## src/rtl/fetch_stage_if.sv

```systemverilog
// Fetch-stage bus: instruction-memory handshake, redirect/stall controls and the decode-side output register.
interface fetch_stage_if #(
  parameter int PC_W = 64
);
  logic            imem_req;
  logic [PC_W-1:0] imem_addr;
  logic            imem_valid;
  logic [31:0]     imem_rdata;
  logic            PCSrc;
  logic [PC_W-1:0] PCBranch;
  logic            stall;
  logic            valid_D;
  logic [31:0]     instr_D;
  logic [PC_W-1:0] pc_D;
  logic [10:0]     Op_D;

  modport master (
    output imem_req, imem_addr, valid_D, instr_D, pc_D, Op_D,
    input  imem_valid, imem_rdata, PCSrc, PCBranch, stall
  );

  modport slave (
    input  imem_req, imem_addr, valid_D, instr_D, pc_D, Op_D,
    output imem_valid, imem_rdata, PCSrc, PCBranch, stall
  );
endinterface

```

## src/rtl/fetch_stage.sv

```systemverilog
// Instruction fetch stage: one outstanding imem request, 1-entry skid buffer, branch redirect with squash.
// Optional FETCH_PERF_CNT_EN adds perf_fetch_cnt, a saturating count of instructions delivered to decode.
module fetch_stage #(
  parameter int              PC_W     = 64,
  parameter logic [PC_W-1:0] RESET_PC = '0
) (
  input logic           clk,
  input logic           reset,
  fetch_stage_if.master bus
`ifdef FETCH_PERF_CNT_EN
  ,
  output logic [31:0]   perf_fetch_cnt
`endif
);

  typedef enum logic [1:0] {
    S_FETCH   = 2'd0,
    S_HOLD    = 2'd1,
    S_DISCARD = 2'd2
  } state_t;

  typedef struct packed {
    logic [31:0]     instr;
    logic [PC_W-1:0] pc;
  } slot_t;

  state_t          state;
  logic            req_q;
  logic [PC_W-1:0] addr_q;
  logic [PC_W-1:0] tgt_q;
  slot_t           skid_q;
  slot_t           out_q;
  logic            out_vld_q;

  logic            resp;
  logic            room;
  logic            load_out;
  logic [PC_W-1:0] addr_inc;
  logic [PC_W-1:0] branch_pc;

  // A response only counts while our own request is up.
  assign resp      = bus.imem_valid & req_q;
  assign room      = ~out_vld_q | ~bus.stall;
  assign addr_inc  = addr_q + PC_W'(4);
  assign branch_pc = bus.PCBranch & ~PC_W'(3);

  always_comb begin
    load_out = 1'b0;
    if (!bus.PCSrc) begin
      if (state == S_FETCH && resp && room) load_out = 1'b1;
      if (state == S_HOLD && !bus.stall)    load_out = 1'b1;
    end
  end

  always_ff @(posedge clk) begin
    if (!reset) begin
      state     <= S_FETCH;
      req_q     <= 1'b0;
      addr_q    <= RESET_PC;
      tgt_q     <= RESET_PC;
      skid_q    <= '0;
      out_q     <= '0;
      out_vld_q <= 1'b0;
    end else begin
      req_q <= 1'b1;
      case (state)
        S_FETCH: begin
          if (bus.PCSrc) begin
            out_vld_q <= 1'b0;
            // No request in flight (just out of reset) or it lands now: retarget directly.
            if (resp || !req_q) begin
              addr_q <= branch_pc;
            end else begin
              tgt_q <= branch_pc;
              state <= S_DISCARD;
            end
          end else if (resp) begin
            addr_q <= addr_inc;
            if (room) begin
              out_q     <= '{instr: bus.imem_rdata, pc: addr_q};
              out_vld_q <= 1'b1;
            end else begin
              skid_q <= '{instr: bus.imem_rdata, pc: addr_q};
              state  <= S_HOLD;
              req_q  <= 1'b0;
            end
          end else if (!bus.stall) begin
            out_vld_q <= 1'b0;
          end
        end

        S_HOLD: begin
          if (bus.PCSrc) begin
            out_vld_q <= 1'b0;
            skid_q    <= '0;
            addr_q    <= branch_pc;
            state     <= S_FETCH;
          end else if (!bus.stall) begin
            out_q     <= skid_q;
            out_vld_q <= 1'b1;
            state     <= S_FETCH;
          end else begin
            req_q <= 1'b0;
          end
        end

        S_DISCARD: begin
          // imem_addr stays on the squashed request until its response drains.
          if (bus.PCSrc) begin
            out_vld_q <= 1'b0;
            tgt_q     <= branch_pc;
            if (resp) begin
              addr_q <= branch_pc;
              state  <= S_FETCH;
            end
          end else begin
            if (!bus.stall) out_vld_q <= 1'b0;
            if (resp) begin
              addr_q <= tgt_q;
              state  <= S_FETCH;
            end
          end
        end

        default: begin
          state     <= S_FETCH;
          out_vld_q <= 1'b0;
        end
      endcase
    end
  end

  assign bus.imem_req  = req_q;
  assign bus.imem_addr = addr_q;
  assign bus.valid_D   = out_vld_q;
  assign bus.instr_D   = out_q.instr;
  assign bus.pc_D      = out_q.pc;
  assign bus.Op_D      = out_q.instr[31:21];

`ifdef FETCH_PERF_CNT_EN
  always_ff @(posedge clk) begin
    if (!reset)
      perf_fetch_cnt <= '0;
    else if (load_out && perf_fetch_cnt != 32'hFFFF_FFFF)
      perf_fetch_cnt <= perf_fetch_cnt + 32'd1;
  end
`endif

  a_addr_stable: assert property (@(posedge clk)
    (reset && req_q && !bus.imem_valid) |=> (!$past(reset) || $stable(addr_q) || !reset));

  a_hold_no_req: assert property (@(posedge clk)
    (state == S_HOLD) |-> !req_q);

endmodule

```

## src/flat_wrapper.sv

```systemverilog
// flat-port wrapper written by rule: the top's interface ports become plain ports
module fetch_stage_flat 
#(
  parameter int              PC_W     = 64,
  parameter logic [PC_W-1:0] RESET_PC = '0
)
  (clk, reset, bus_imem_req, bus_imem_addr, bus_valid_D, bus_instr_D, bus_pc_D, bus_Op_D, bus_imem_valid, bus_imem_rdata, bus_PCSrc, bus_PCBranch, bus_stall);
  fetch_stage_if #(.PC_W(PC_W)) bus_i ();
  input logic clk;
  input logic reset;
  output wire logic [$bits(bus_i.imem_req)-1:0] bus_imem_req;
  output wire logic [$bits(bus_i.imem_addr)-1:0] bus_imem_addr;
  output wire logic [$bits(bus_i.valid_D)-1:0] bus_valid_D;
  output wire logic [$bits(bus_i.instr_D)-1:0] bus_instr_D;
  output wire logic [$bits(bus_i.pc_D)-1:0] bus_pc_D;
  output wire logic [$bits(bus_i.Op_D)-1:0] bus_Op_D;
  input wire logic [$bits(bus_i.imem_valid)-1:0] bus_imem_valid;
  input wire logic [$bits(bus_i.imem_rdata)-1:0] bus_imem_rdata;
  input wire logic [$bits(bus_i.PCSrc)-1:0] bus_PCSrc;
  input wire logic [$bits(bus_i.PCBranch)-1:0] bus_PCBranch;
  input wire logic [$bits(bus_i.stall)-1:0] bus_stall;
  assign bus_imem_req = bus_i.imem_req;
  assign bus_imem_addr = bus_i.imem_addr;
  assign bus_valid_D = bus_i.valid_D;
  assign bus_instr_D = bus_i.instr_D;
  assign bus_pc_D = bus_i.pc_D;
  assign bus_Op_D = bus_i.Op_D;
  assign bus_i.imem_valid = bus_imem_valid;
  assign bus_i.imem_rdata = bus_imem_rdata;
  assign bus_i.PCSrc = bus_PCSrc;
  assign bus_i.PCBranch = bus_PCBranch;
  assign bus_i.stall = bus_stall;
  fetch_stage #(.PC_W(PC_W), .RESET_PC(RESET_PC)) u_core (.clk(clk), .reset(reset), .bus(bus_i));
endmodule
```

## config.mk

```make
export PLATFORM = sky130hd
export DESIGN_NAME = fetch_stage_flat
export DESIGN_NICKNAME = d
export VERILOG_FILES = /design/src/rtl/fetch_stage_if.sv /design/src/rtl/fetch_stage.sv /design/src/flat_wrapper.sv
export SDC_FILE = /design/constraint.sdc
export NUM_CORES = 1
export LEC_CHECK = 0
export ABC_AREA = 1
export CORE_ASPECT_RATIO = 0.9
export CORE_UTILIZATION = 50
export DETAILED_ROUTE_END_ITERATION = 8
export PLACE_DENSITY = 0.77
export SYNTH_ARGS = -nofsm -noshare
export SYNTH_HDL_FRONTEND = slang
export SYNTH_SLANG_ARGS = --single-unit
```

## constraint.sdc

```tcl
create_clock -name clk -period 2.5 [get_ports clk]
set_input_delay 0.25 -clock clk [delete_from_list [all_inputs] [get_ports clk]]
set_output_delay 0.25 -clock clk [all_outputs]
set_load 0.05 [all_outputs]
```

==> qor.csv, run 1 <==
stage,metric,value,unit
outcome,status,"complete, no violations",
power_and_ir_drop,p_per_area,1043,mW/mm^2
setup_path,required,2950,ps
route,postRouteAntennaNets,0,
timing,slew_headroom,44.31,%
synth,async_flop_share,0,%
synth,synthesis.area,0.01560,mm^2
synth,synth_cell_type_count,36,
timing,period_needed,2320,ps
layout,nNetsFinal,2705,
grt,grt_max_degree,161,
clock_network,cts.sink_count,318,
clock_network,cts_buffers,35,
clock_network,cts_tree,built,
placement,io_buffer_count,269,
synth,synth_edf_count,0,
setup_path,worstSetupPathType,reg2reg,
synth,yosys_warnings,0,
setup_path,critical-path-slowest-cell,dfxtp_1,
die,ios,274,
timing,hold_viol_final,0,
synth,yosysSeqAreaShare,40.81,%
layout,drive_above_1_share,5.636,%
grt,grt_usage,34.36,%
power_and_ir_drop,ir_drop,0.0007316,V
route,num_vias,17170,
setup_path,critPathArrivalTime,2770,ps
clock_network,clk_latency,520,ps
placement,dpl.hpwl,38430,um
grt,grt_pass1_wl,87260,um
die,initial_core_util,51.57,%
die,rows,60,
clock_network,hold_buffers,0,
setup_path,crit_start,u_core.bus.imem_addr[2],
route,drt_wl_total,56730,um
layout,diodes,0,
timing,fmax,431.1,MHz
timing,rsz0062_at_grt,false,
timing,fin_crit_sh,92.79,%
die,die_y,169.6,um
setup_path,path_cells,ha_1 > nand2_1 > nor2_1 > buf_4 > nand3b_1 > nor2_1 > nand3_1 > nand2_1 > nand2_1 > o21ai_0 > nand2_1 > a21oi_1,
timing,worst_slew_pin_slew,835.3,ps
timing,finalSetupViolCount,0,
clock_network,postCtsSetupBuffers,0,
route,drt_iter0_drc,1403,
clock_network,cts_root_buffer,clkbuf_16,
timing,whs,218.0,ps
synth,netlist_instances,2392,
grt,first_global_vias,15790,
flow_run,maxCapViolCount,0,
die,die_x,188.2,um
setup_path,cp_max_fo,3,
synth,ys_ff_latch,318,
grt,grt.overflow.total,0,
power_and_ir_drop,leakagePower,7.587,nW
timing,finalSetupTns,0,ps
grt,antenna_found_initial,1,
route,drc,0,
layout,fill_cells,2668,
synth,syn-mean-instance-area,6.522,um^2
setup_path,max_stage_delay,340,ps
timing,skew,17.09,ps
clock_network,clkTransAtPathRegs,60,ps
die,die_area,0.03191,mm^2
timing,slew_violations,0,
synth,synth_ff_type,dfxtp_1,
min_path,min_from,reset,
clock_network,clockBufferDepth,3,
setup_path,endpoint_kind,register,
route,drt_pass1_iterations,5,
route,wire_per_inst,18.73,um
route,viasPerCell,5.669,
setup_path,reg2reg_from,u_core.bus.imem_addr[2],
die,fp.coreArea,0.03025,mm^2
setup_path,r2r_slack,180,ps
placement,gp_congestion,0.9432,
setup_path,crit_path_start_kind,register,
setup_path,crit_top_cell,nand2_1,
min_path,hold_class,in2reg,
clock_network,htree_levels,2,
layout,area_growth,28.22,%
cells in the mapped netlist, types with 6 or more instances:
| cell | instances | area [um^2] |
|---|---|---|
| a21oi_1 | 421 | 2107 |
| a22oi_1 | 29 | 217.7 |
| buf_4 | 16 | 120.1 |
| xor2_1 | 7 | 61.31 |
| inv_1 | 125 | 469.2 |
| a221oi_1 | 18 | 157.7 |
| buf_1 | 15 | 56.30 |
| nor2_1 | 320 | 1201 |
| inv_2 | 6 | 22.52 |
| clkbuf_1 | 107 | 401.6 |
| o211ai_1 | 20 | 150.1 |
| a31oi_1 | 9 | 56.30 |
| dfxtp_1 | 318 | 6366 |
| nand3_1 | 71 | 355.3 |
| buf_2 | 36 | 180.2 |
| nand2_1 | 648 | 2432 |
| o21ai_0 | 191 | 955.9 |
critical path: cells and delay by family, from the launching register on:
family,cells,cell delay [ps]
AOI/OAI and AO/OA,2,280
buffers and inverters,1,160
DFF,1,340
adders and majority gates,1,170
and+or+nand+nor,8,1310
report_power, final:
group	internal [mW]	switching [mW]	leakage (nW)	total [mW]
sequential	5.86	0.744	2.59	6.60
combinational	2.88	6.14	4.42	9.02
clock	3.08	2.16	0.578	5.24
placed cells by master, fill, tap and decap left out, types with 2 or more instances in the layout:
cell | synthesis | final
nor3_1 | 3 | 3
clkbuf_8 | 0 | 7
bufinv_16 | 0 | 2
dfxtp_1 | 318 | 318
nand3_1 | 71 | 71
inv_1 | 125 | 124
clkinv_2 | 0 | 8
ha_1 | 5 | 3
a31oi_1 | 9 | 9
a221o_1 | 3 | 3
conb_1 | 1 | 2
a22oi_1 | 29 | 29
clkbuf_1 | 107 | 8
buf_4 | 16 | 57
a221oi_1 | 18 | 18
nor2_4 | 2 | 3
clkinv_1 | 2 | 2
a21oi_1 | 421 | 421
o21ai_1 | 2 | 2
xor2_1 | 7 | 7
o21ai_0 | 191 | 191
inv_2 | 6 | 5
nor2_1 | 320 | 319
o211ai_1 | 20 | 20
clkbuf_16 | 0 | 36
inv_4 | 0 | 2
clkdlybuf4s50_1 | 0 | 267
nand3b_1 | 2 | 2
nand4_1 | 5 | 5
buf_12 | 0 | 17
nand2_1 | 648 | 648
routing by layer:
layer / up-vias / routed length [um] / global-route usage (%)
li1: 8271 / - / -
met1: 7985 / 23940 / 45.32
met2: 787 / 26340 / 56.78
met3: 126 / 4184 / 4.239
met4: 2 / 2261 / 14.42
met5: - / 12 / 0
layout make-up:
cell class	instances	area (um^2)	area share, %
Tap cell	403	504.2	2.521
Multi-Input combinational cell	1768	8011	40.05
Clock inverter	13	133.9	0.6692
Clock buffer	51	1027	5.135
Sequential cell	318	6366	31.82
Inverter	133	504.2	2.521
Timing Repair Buffer	343	3457	17.28
cell families after synthesis:
logic type               after synthesis  share of synthesized area, %
AND/OR/NAND/NOR                     1054                         26.32
flip-flops                           318                         40.81
other                                  1                       0.02404
adder cells (fa/ha/maj)                5                        0.4010
AO/OA/AOI/OAI                        699                         23.94
buffers and inverters                307                         8.060
XOR/XNOR                               8                        0.4491
state kept, by name (all words and copies together), names as in the netlist:
signal / flops
u_core.skid_q: 95
u_core.bus.pc_D: 63
u_core.bus.imem_addr: 62
u_core.tgt_q: 62
u_core.bus.instr_D: 32
u_core.state: 2
u_core.bus.imem_req: 1
u_core.bus.valid_D: 1
path summary, 6_finish.rpt:
| check | endpoint | cells past startpoint |
|---|---|---|
| hold / removal | u_core.skid_q[88] | 3 |
| setup reg to reg | u_core.bus.imem_addr[52] | 12 |
| setup / recovery | u_core.bus.imem_addr[52] | 12 |
| hold reg to reg | u_core.skid_q[4] | 2 |
stage by stage:
step                      std cells  power [mW]  setup slack [ps]  cell area (um^2)  util (%)
after floorplan                2393       12.31             276.0             15610         -
after global placement         2965       15.50             235.7             18840     62.27
after detailed placement       2965       15.59             149.7             18840     62.27
after CTS                      3029       20.84             118.8             20000     66.11
after global routing           3029       21.78             24.02             20000     66.12
final                          3029       20.86             180.2             20000     66.12
repair_timing:
action,in CTS,in global routing
resized for setup,0,1
hold endpoints to repair,0,0
endpoints found under the setup margin,0,71
(Power assumes the default switching activity.)
==> inputs of run 2 (changes only) <==
Settings changed: CAP_MARGIN set to 5, SLEW_MARGIN set to 10.
==> results of run 2 <==
Same layout as run 1: the final DEF is identical, and so are final timing and power.
